==> src/rtl/seg7_bin2bcd.sv <==
// Binary-to-packed-BCD converter (serial double-dabble) feeding the 4-digit seven-segment driver.
// Optional feature: define SEG7_LZ_BLANK_EN for leading-zero blanking on sel.
module seg7_bin2bcd #(
    parameter int IN_W = 16
) (
    input  logic            clk,
    input  logic            rst,
    input  logic [IN_W-1:0] in_data,
    input  logic            in_valid,
    output logic            in_ready,
    output logic [15:0]     num,
    output logic [3:0]      sel,
    output logic            ovf,
    output logic            done
);

    localparam int CNT_W = $clog2(IN_W + 1);

`ifdef SEG7_LZ_BLANK_EN
    localparam logic [3:0] SEL_RST = 4'b0001;
`else
    localparam logic [3:0] SEL_RST = 4'b1111;
`endif

    typedef enum logic [1:0] {
        IDLE,
        CONV,
        OUT
    } state_t;

    state_t            state_q, state_d;
    logic [IN_W-1:0]   shift_q;
    logic [15:0]       bcd_q;
    logic [15:0]       bcd_adj;
    logic [CNT_W-1:0]  cnt_q;
    logic              ovf_pend_q;
    logic              ovf_in;
    logic              accept;
    logic [3:0]        sel_calc;

    assign in_ready = (state_q == IDLE) & ~rst;

    // Only inputs wider than 13 bits can exceed 9999.
    generate
        if (IN_W > 13) begin : g_ovf
            assign ovf_in = (32'(in_data) > 32'd9999);
        end else begin : g_no_ovf
            assign ovf_in = 1'b0;
        end
    endgenerate

    // NOTE: every always_comb output gets a default first so no path can infer a latch.
    always_comb begin
        state_d = state_q;
        accept  = 1'b0;
        case (state_q)
            IDLE: begin
                if (in_valid && in_ready) begin
                    accept  = 1'b1;
                    state_d = CONV;
                end
            end
            CONV:    if (cnt_q == CNT_W'(1)) state_d = OUT;
            OUT:     state_d = IDLE;
            default: state_d = IDLE;
        endcase
    end

    // Add-3 correction on every nibble that would overflow a decimal digit after the shift.
    always_comb begin
        bcd_adj = bcd_q;
        for (int i = 0; i < 4; i++) begin
            if (bcd_q[4*i +: 4] >= 4'd5) bcd_adj[4*i +: 4] = bcd_q[4*i +: 4] + 4'd3;
        end
    end

`ifdef SEG7_LZ_BLANK_EN
    always_comb begin
        sel_calc    = 4'b0001;
        sel_calc[3] = |bcd_q[15:12];
        sel_calc[2] = sel_calc[3] | (|bcd_q[11:8]);
        sel_calc[1] = sel_calc[2] | (|bcd_q[7:4]);
    end
`else
    assign sel_calc = 4'b1111;
`endif

    // NOTE: sequential state uses non-blocking assignments so all registers update together.
    always_ff @(posedge clk) begin
        if (rst) begin
            state_q    <= IDLE;
            shift_q    <= '0;
            bcd_q      <= '0;
            cnt_q      <= '0;
            ovf_pend_q <= 1'b0;
            num        <= 16'h0000;
            sel        <= SEL_RST;
            ovf        <= 1'b0;
            done       <= 1'b0;
        end else begin
            state_q <= state_d;
            done    <= (state_q == OUT);
            if (accept) begin
                shift_q    <= in_data;
                bcd_q      <= '0;
                cnt_q      <= CNT_W'(IN_W);
                ovf_pend_q <= ovf_in;
            end
            if (state_q == CONV) begin
                // Carry out of the top BCD bit falls off the left end; ovf covers those values.
                {bcd_q, shift_q} <= {bcd_adj, shift_q} << 1;
                cnt_q            <= cnt_q - CNT_W'(1);
            end
            if (state_q == OUT) begin
                ovf <= ovf_pend_q;
                num <= ovf_pend_q ? 16'hEEEE : bcd_q;
                sel <= ovf_pend_q ? 4'b1111 : sel_calc;
            end
        end
    end

endmodule

==> config.mk <==
export PLATFORM = sky130hd
export DESIGN_NAME = seg7_bin2bcd
export DESIGN_NICKNAME = d
export VERILOG_FILES = /design/src/rtl/seg7_bin2bcd.sv
export SDC_FILE = /design/constraint.sdc
export NUM_CORES = 1
export LEC_CHECK = 0
export ABC_AREA = 1
export CORE_AREA = 8 8 108 110
export CTS_CLUSTER_DIAMETER = 50
export DETAILED_ROUTE_END_ITERATION = 10
export DIE_AREA = 0 0 116 118
export GPL_ROUTABILITY_DRIVEN = 0
export GPL_TIMING_DRIVEN = 0
export SLEW_MARGIN = 20
export SYNTH_ARGS = -nofsm -noshare
export SYNTH_HDL_FRONTEND = slang
export SYNTH_SLANG_ARGS = --single-unit
export TNS_END_PERCENT = 10
==> constraint.sdc <==
create_clock -name clk -period 3 [get_ports clk]
set_input_delay 0.3 -clock clk [delete_from_list [all_inputs] [get_ports clk]]
set_output_delay 0.3 -clock clk [all_outputs]
set_load 0.02 [all_outputs]
# Word-level counts from Yosys, hierarchy flattened
# Cells that the tools add are included.
# totals
reg_bits	58
in_bits	19
output_inout_bits	23
wordCells	47
# op_classes
add_sub_neg	5
magnitude_cmp	5
n_eq_ne	5
mux	16
bitwise_logic	2
reduce_logical	5
# op_table
operator	count
$mux W16	5
$ge A4 B3 Y1 const B	4
$gt A16 B14 Y1 const B	1
$add A4 B2 Y4 const B	3
$mux W4	3
$mux W5	2
$eq A5 B1 Y1 const B	1
$sub A5 B1 Y5 const B	1
$mux W2	2
$pmux W2 S2	1
$add A3 B2 Y3 const B	1
$mux W3	1
$eq A2 B1 Y1 const B	1
$eq A2 B2 Y1 const B	1
$logic_not A2 Y1	1
$mux W1	2
$ne A2 B1 Y1 const B	1
$ne A2 B2 Y1 const B	1
$reduce_and A2 Y1	1
$reduce_bool A2 Y1	1
$reduce_or A2 Y1	1
$and A1 B1 Y1	1
$logic_and A1 B1 Y1	1
$not A1 Y1	1

# Logic depth before layout (Yosys ltp)
# Gate-level depths: netlist (run 1).
# depth
ltp_word	7
mapped_depth	9
ltp_nobuf	9

# Least setup slack after synthesis (run 1)
# Ideal clock, no wire load.
# synth_timing
path_kind	input -> register
startpoint	input rst
endpoint	register shift_q[0]
setup_time_ns	0.070
t_arrival_ns	1.270
t_required_ns	2.930
slack_ns	1.660
stages	4
path_buffers	1
cell_sequence	clkbuf_1 nor3_1 nand3_1 a21oi_1
# synth_via
elab_chain_cells	5
word_cells_on_any_way	6
cone_classes	mux: 2; bitwise: 2; reduce/logical: 2
# synth_lines
element	line	text
start: declaration	7	input logic rst,
$not A1 Y1	41	assign in_ready = (state_q == IDLE) & ~rst;
$and A1 B1 Y1	41	
net in_ready	10	output logic in_ready,
$logic_and A1 B1 Y1	58	if (in_valid && in_ready) begin
$mux W1	58	
$mux W1	56	case (state_q)
end signal: assignment	104	shift_q <= in_data;
end signal: assignment	111	{bcd_q, shift_q} <= {bcd_adj, shift_q} << 1;
end: declaration	32	logic [IN_W-1:0] shift_q;
# The timed path passes the listed nets, and every way through them passes these cells.
# A chain may end at the register's enable or synchronous reset.

# Worst setup path in the final report (run 1)
# layout_timing
startpoint	input rst
endpoint	output in_ready
# layout_via
elab_chain_cells	2
# layout_lines
element	line
$not A1 Y1	41
$and A1 B1 Y1	41
end: declaration	10
# Every way passes these cells.

==> flow_summary.ini, run 1 <==
[synth]
yosys_warnings = 0
synth.distinct_cells = 26
synth.avg_cell_area_um2 = 6.86
synth_seq_cells = 58
synthCells = 421
ys_seq_area_frac = 0.402
syn_area_um2 = 2890

[grt]
grt.total_usage = 0.108
first_global_vias = 2718
gr-total-overflow = 0
antenna_found_initial = 0
grt_pass1_wl_mm = 12.1
grt_max_degree = 12

[place]
placedCellCount = 597
dp_hpwl_mm = 5.10
port_buffers = 37

[die]
start_util = 0.289
rows = 37
die-height_um = 118
die_w_um = 116
ios = 42
core_area_um2 = 10000
dieArea_um2 = 13700

[clocking]
cts_setup_buffers = 0
cts.sinks = 58
hold_buffers = 0
cts.repair.resized = 0
clk_path_buf_depth = 2
clkLatencyLatePin_ps = 340
path_clk_slew_ps = 70
cts_buffers = 9
ctsRootBufferMaster = clkbuf_8
htreeDepth = 3
cts_tree = yes

[pwr]
vdd_ir_drop_max_mv = 0.211
p_sw_frac = 0.303
p_clk_frac = 0.359
comb_power_share = 0.163
p_seq_frac = 0.477
powerDensity_nw_per_um2 = 479
p_int_mw = 1.20
p_leak_nw = 1.52
power.total_mw = 1.73
switchingPower_mw = 0.524

[drt]
drt_first_pass_iters = 5
drt.antenna.violating_nets = 0
routed_wl_mm = 6.97
vias = 2711
via_per_inst = 4.42
routedWlPerCell_um = 11.4
drc_errors = 0
drtIter0Drc = 164

[worst_setup_path]
crit_start = rst
cp_slowest_cell = clkdlybuf4s50_1
worstSetupPathType = primary input to primary output
crit_required_ps = 2700
crit_top_cell = clkdlybuf4s50_1
path_cells = clkdlybuf4s50_1 -> clkbuf_1 -> nor3_1 -> clkdlybuf4s50_1
arrival_ps = 2010
cp_max_fo = 10
endpoint_kind = primary output
start_kind = primary input
cp_slowest_stage_delay_ps = 680
worst-r2r-setup-slack_ps = 1560
r2r_start = state_q[0]

[timing]
skew_ps = 11.8
final_hold_viol_count = 0
hold_slack_ps = 463
max_freq_ghz = 0.433
tightest_slew_ps = 550
slew_viol_final = 0
totalNegativeSetupSlack_ps = 0
post-route-period-util = 0.770
rsz0062_at_grt = false
period_needed_ps = 2310
finalSetupViolCount = 0
slew-limit-headroom = 0.633

[worst_hold_path]
hold_start = shift_q[0]
hp-class = register to register

[finish]
antenna_cells = 0
areaGrowthSynthToFinish_pct = 25.0
drive_gt1_frac = 0.0922
finalNonFillerCells = 613
nets = 501

[flow_run]
maxCapViolCount = 0

[run_status]
run_status = finished clean
-- power by group through the flow --
stage          sequential, mW  combinational (mW)  clock [mW]
2_1_floorplan           0.837               0.196           0
3_3_place_gp            0.840               0.282           0
3_5_place_dp            0.842               0.284           0
4_1_cts                 0.825               0.286       0.644
5_1_grt                 0.828               0.321       0.679
6_report                0.825               0.282       0.621
-- synthesized netlist by cell type --
| library cell | number | area share |
|---|---|---|
| a21oi_1 | 22 | 0.038 |
| buf_12 | 1 | 0.0069 |
| buf_2 | 4 | 0.0069 |
| buf_4 | 7 | 0.018 |
| buf_6 | 2 | 0.0078 |
| clkbuf_1 | 7 | 0.0091 |
| conb_1 | 1 | 0.0013 |
| dfxtp_1 | 58 | 0.40 |
| ha_1 | 10 | 0.043 |
| inv_1 | 53 | 0.069 |
| inv_2 | 2 | 0.0026 |
| inv_4 | 1 | 0.0022 |
| nand2_1 | 89 | 0.12 |
| nand2_2 | 1 | 0.0022 |
| nand2_4 | 1 | 0.0039 |
| nand3_1 | 35 | 0.061 |
| nand3_2 | 1 | 0.0035 |
| nand3b_1 | 1 | 0.0026 |
| nand4_1 | 9 | 0.019 |
| nor2_1 | 70 | 0.091 |
| nor2_2 | 1 | 0.0022 |
| nor2_4 | 1 | 0.0039 |
| nor3_1 | 3 | 0.0052 |
| o211ai_1 | 4 | 0.010 |
| o21ai_0 | 31 | 0.054 |
| o21ai_2 | 6 | 0.018 |
-- through the flow --
stage               worst slack, ps  area (um^2)   util
floorplan                      1660         2900      -
global placement                635         3440  0.344
detailed placement              652         3440  0.344
CTS                             630         3610  0.361
global route                    554         3610  0.361
finish                          690         3610  0.361
-- kinds of logic after synthesis --
| family | after synthesis | share of synthesized area |
|---|---|---|
| AND/OR/NAND/NOR | 212 | 0.310 |
| buffers and inverters | 77 | 0.123 |
| AO/OA/AOI/OAI | 63 | 0.120 |
| flip-flops | 58 | 0.402 |
| adder cells (fa/ha/maj) | 10 | 0.0433 |
| other | 1 | 0.00130 |
-- path summary, 6_finish.rpt --
path,to,depth (start not counted)
min reg2reg,shift_q[0],2
max,in_ready,4
max reg2reg,cnt_q[4],6
min,shift_q[0],2
-- metal layers --
metal  track usage  up-vias  part of all wire
li1              -     1428                 -
met3        0.0354        4             0.072
met4        0.0373        0            0.0077
met1         0.125     1210              0.47
met2         0.180       69              0.45
met5             0        -                 0
-- cells in the final DEF, fill, tap and decap left out, types with 2 or more instances in the layout --
cell type,n
buf_4,7
buf_2,4
clkbuf_8,9
clkdlybuf4s50_1,37
a21oi_1,22
nor2_1,70
buf_6,2
o21ai_2,6
nand4_1,9
nand3_1,35
clkbuf_1,7
dfxtp_1,58
o21ai_0,31
clkinvlp_4,3
nand2_1,89
inv_1,53
conb_1,4
o211ai_1,4
clkinv_2,3
inv_2,2
nor3_1,3
ha_1,10
-- registers in the layout, indices dropped and copies added, names as in the netlist --
register	count
cnt_q	5
shift_q	16
num	16
ovf_pend_q	1
bcd_q	16
ovf	1
state_q	2
done	1
-- worst max-delay path: cells and delay by family --
kind                   cells  cell delay [ps]
buffers and inverters      3             1370
and+or+nand+nor            1              340
-- layout make-up --
type,count,area [um^2]
fill,1095,6390
sequential,58,1160
tap,136,170
clock buffer,9,124
multi-input combinational,289,1380
buffer,21,141
clock inverter,7,46.3
inverter,56,213
timing repair buffer,37,370
(Power assumes the default switching activity.)
==> inputs of run 2 (changes only) <==
Clock period 3 ns to 2 ns, I/O delays scaled along.
==> flow_summary.ini, run 2 (same netlist as run 1, synthesis figures left out) <==
[die]
rows = 37
die-height_um = 118
ios = 42
start_util = 0.289
dieArea_um2 = 13700
die_w_um = 116
core_area_um2 = 10000

[pwr]
p_int_mw = 1.81
p_clk_frac = 0.359
comb_power_share = 0.164
power.total_mw = 2.59
vdd_ir_drop_max_mv = 0.318
p_leak_nw = 1.53
powerDensity_nw_per_um2 = 717
p_seq_frac = 0.477
p_sw_frac = 0.303
switchingPower_mw = 0.787

[timing]
post-route-period-util = 0.772
period_needed_ps = 1540
skew_ps = 10.0
final_hold_viol_count = 0
setup_slack_ps = 455
finalSetupViolCount = 0
slew_viol_final = 0
max_freq_ghz = 0.647
hold_slack_ps = 462
rsz0062_at_grt = false
totalNegativeSetupSlack_ps = 0

[drt]
drt.antenna.violating_nets = 0
drt_first_pass_iters = 5
routed_wl_mm = 6.95
via_per_inst = 4.39
drtIter0Drc = 169
vias = 2693
drc_errors = 0
routedWlPerCell_um = 11.3

[worst_setup_path]
arrival_ps = 1340
worst-r2r-setup-slack_ps = 540
cp_slowest_cell = clkdlybuf4s50_1
endpoint_kind = primary output
cp_max_fo = 10
start_kind = primary input
r2r_start = state_q[0]
cp_slowest_stage_delay_ps = 410
crit_required_ps = 1800
crit_buf_inv = 3
path_cells = clkdlybuf4s50_1 -> clkbuf_2 -> nor3_2 -> dlymetal6s2s_1
r2r-end = cnt_q[4]
crit_family = buffers and inverters
worstSetupPathType = primary input to primary output
r2r_cells = 6

[grt]
grt.total_usage = 0.108
gr-total-overflow = 0
antenna_found_initial = 0
use_met3 = 0.0354
met2_usage = 0.178
grt_pass1_wl_mm = 12.1
first_global_vias = 2714
use_met1 = 0.126
grt.busiest_layer = met2
grt_max_degree = 12

[place]
place_area_um2 = 3440
port_buffers = 37
dpl_worst_slack_ps = -148
dp_hpwl_mm = 5.10
placedCellCount = 597

[clocking]
ctsRootBufferMaster = clkbuf_8
htreeDepth = 3
clk_path_buf_depth = 2
cts_setup_buffers = 0
cts_tree = yes
cts.sinks = 58
cts_buffers = 9
path_clk_slew_ps = 70
clkLatencyLatePin_ps = 340

[finish]
nets = 501
top_regs = bcd_q x16, num x16, shift_q x16
areaGrowthSynthToFinish_pct = 25.3
finalNonFillerCells = 613
post-route-util = 0.362
layout_commonest_cell = nand2_1
drive_gt1_frac = 0.0964
stdcell_area_um2 = 3620
mostFrequentLayoutCells = nand2_1, nor2_1, dfxtp_1, inv_1, clkdlybuf4s50_1
antenna_cells = 0

[worst_hold_path]
hold_end = shift_q[0]
holdPathStages = 2
hold_start = shift_q[0]
hp-class = register to register

[flow_run]
maxCapViolCount = 0

[run_status]
run_status = finished clean
==> run 2: power by group through the flow <==
stage               clock, mW  combinational [mW]  sequential (mW)
finish                  0.932               0.425             1.24
floorplan                   0               0.294             1.26
CTS                     0.966               0.430             1.24
detailed placement          0               0.426             1.26
global placement            0               0.423             1.26
global route             1.02               0.482             1.24
==> run 2: cell type report <==
class / count / area (um^2)
clock inverters: 7 / 46.3
inverters: 56 / 213
flip-flops and latches: 58 / 1160
repair buffers: 37 / 373
fillers: 1097 / 6380
plain buffers: 21 / 143
well taps: 136 / 170
clock buffers: 9 / 124
multi-input cells: 289 / 1390
==> run 2: how the worst max path moves through the flow <==
stage / depth (start not counted) / to / start / slack, ps
after floorplan: 3 / shift_q[0] / state_q[1] / 750
after global routing: 4 / in_ready / rst / 370
after detailed placement: 4 / in_ready / rst / -150
after global placement: 4 / in_ready / rst / -160
final: 4 / in_ready / rst / 460
after CTS: 4 / in_ready / rst / 30
==> run 2: layer usage <==
metal,wire (um),share of wire
met1,3260,0.47
met2,3140,0.45
met3,490,0.071
met4,54,0.0078
met5,0,0
==> run 2: timing repair <==
action / 4_1_cts / 5_1_grt
setup endpoints to repair: 1 / 1
pin swaps: 0 / 0
hold buffers: 0 / 0
gates resized for setup: 2 / 1
==> run 2: worst min-delay path, delay by kind of cell (launching register included) <==
| family | cells | cell delay (ps) |
|---|---|---|
| DFF | 1 | 310 |
| and+or+nand+nor | 1 | 60 |
| AOI/OAI and AO/OA | 1 | 50 |
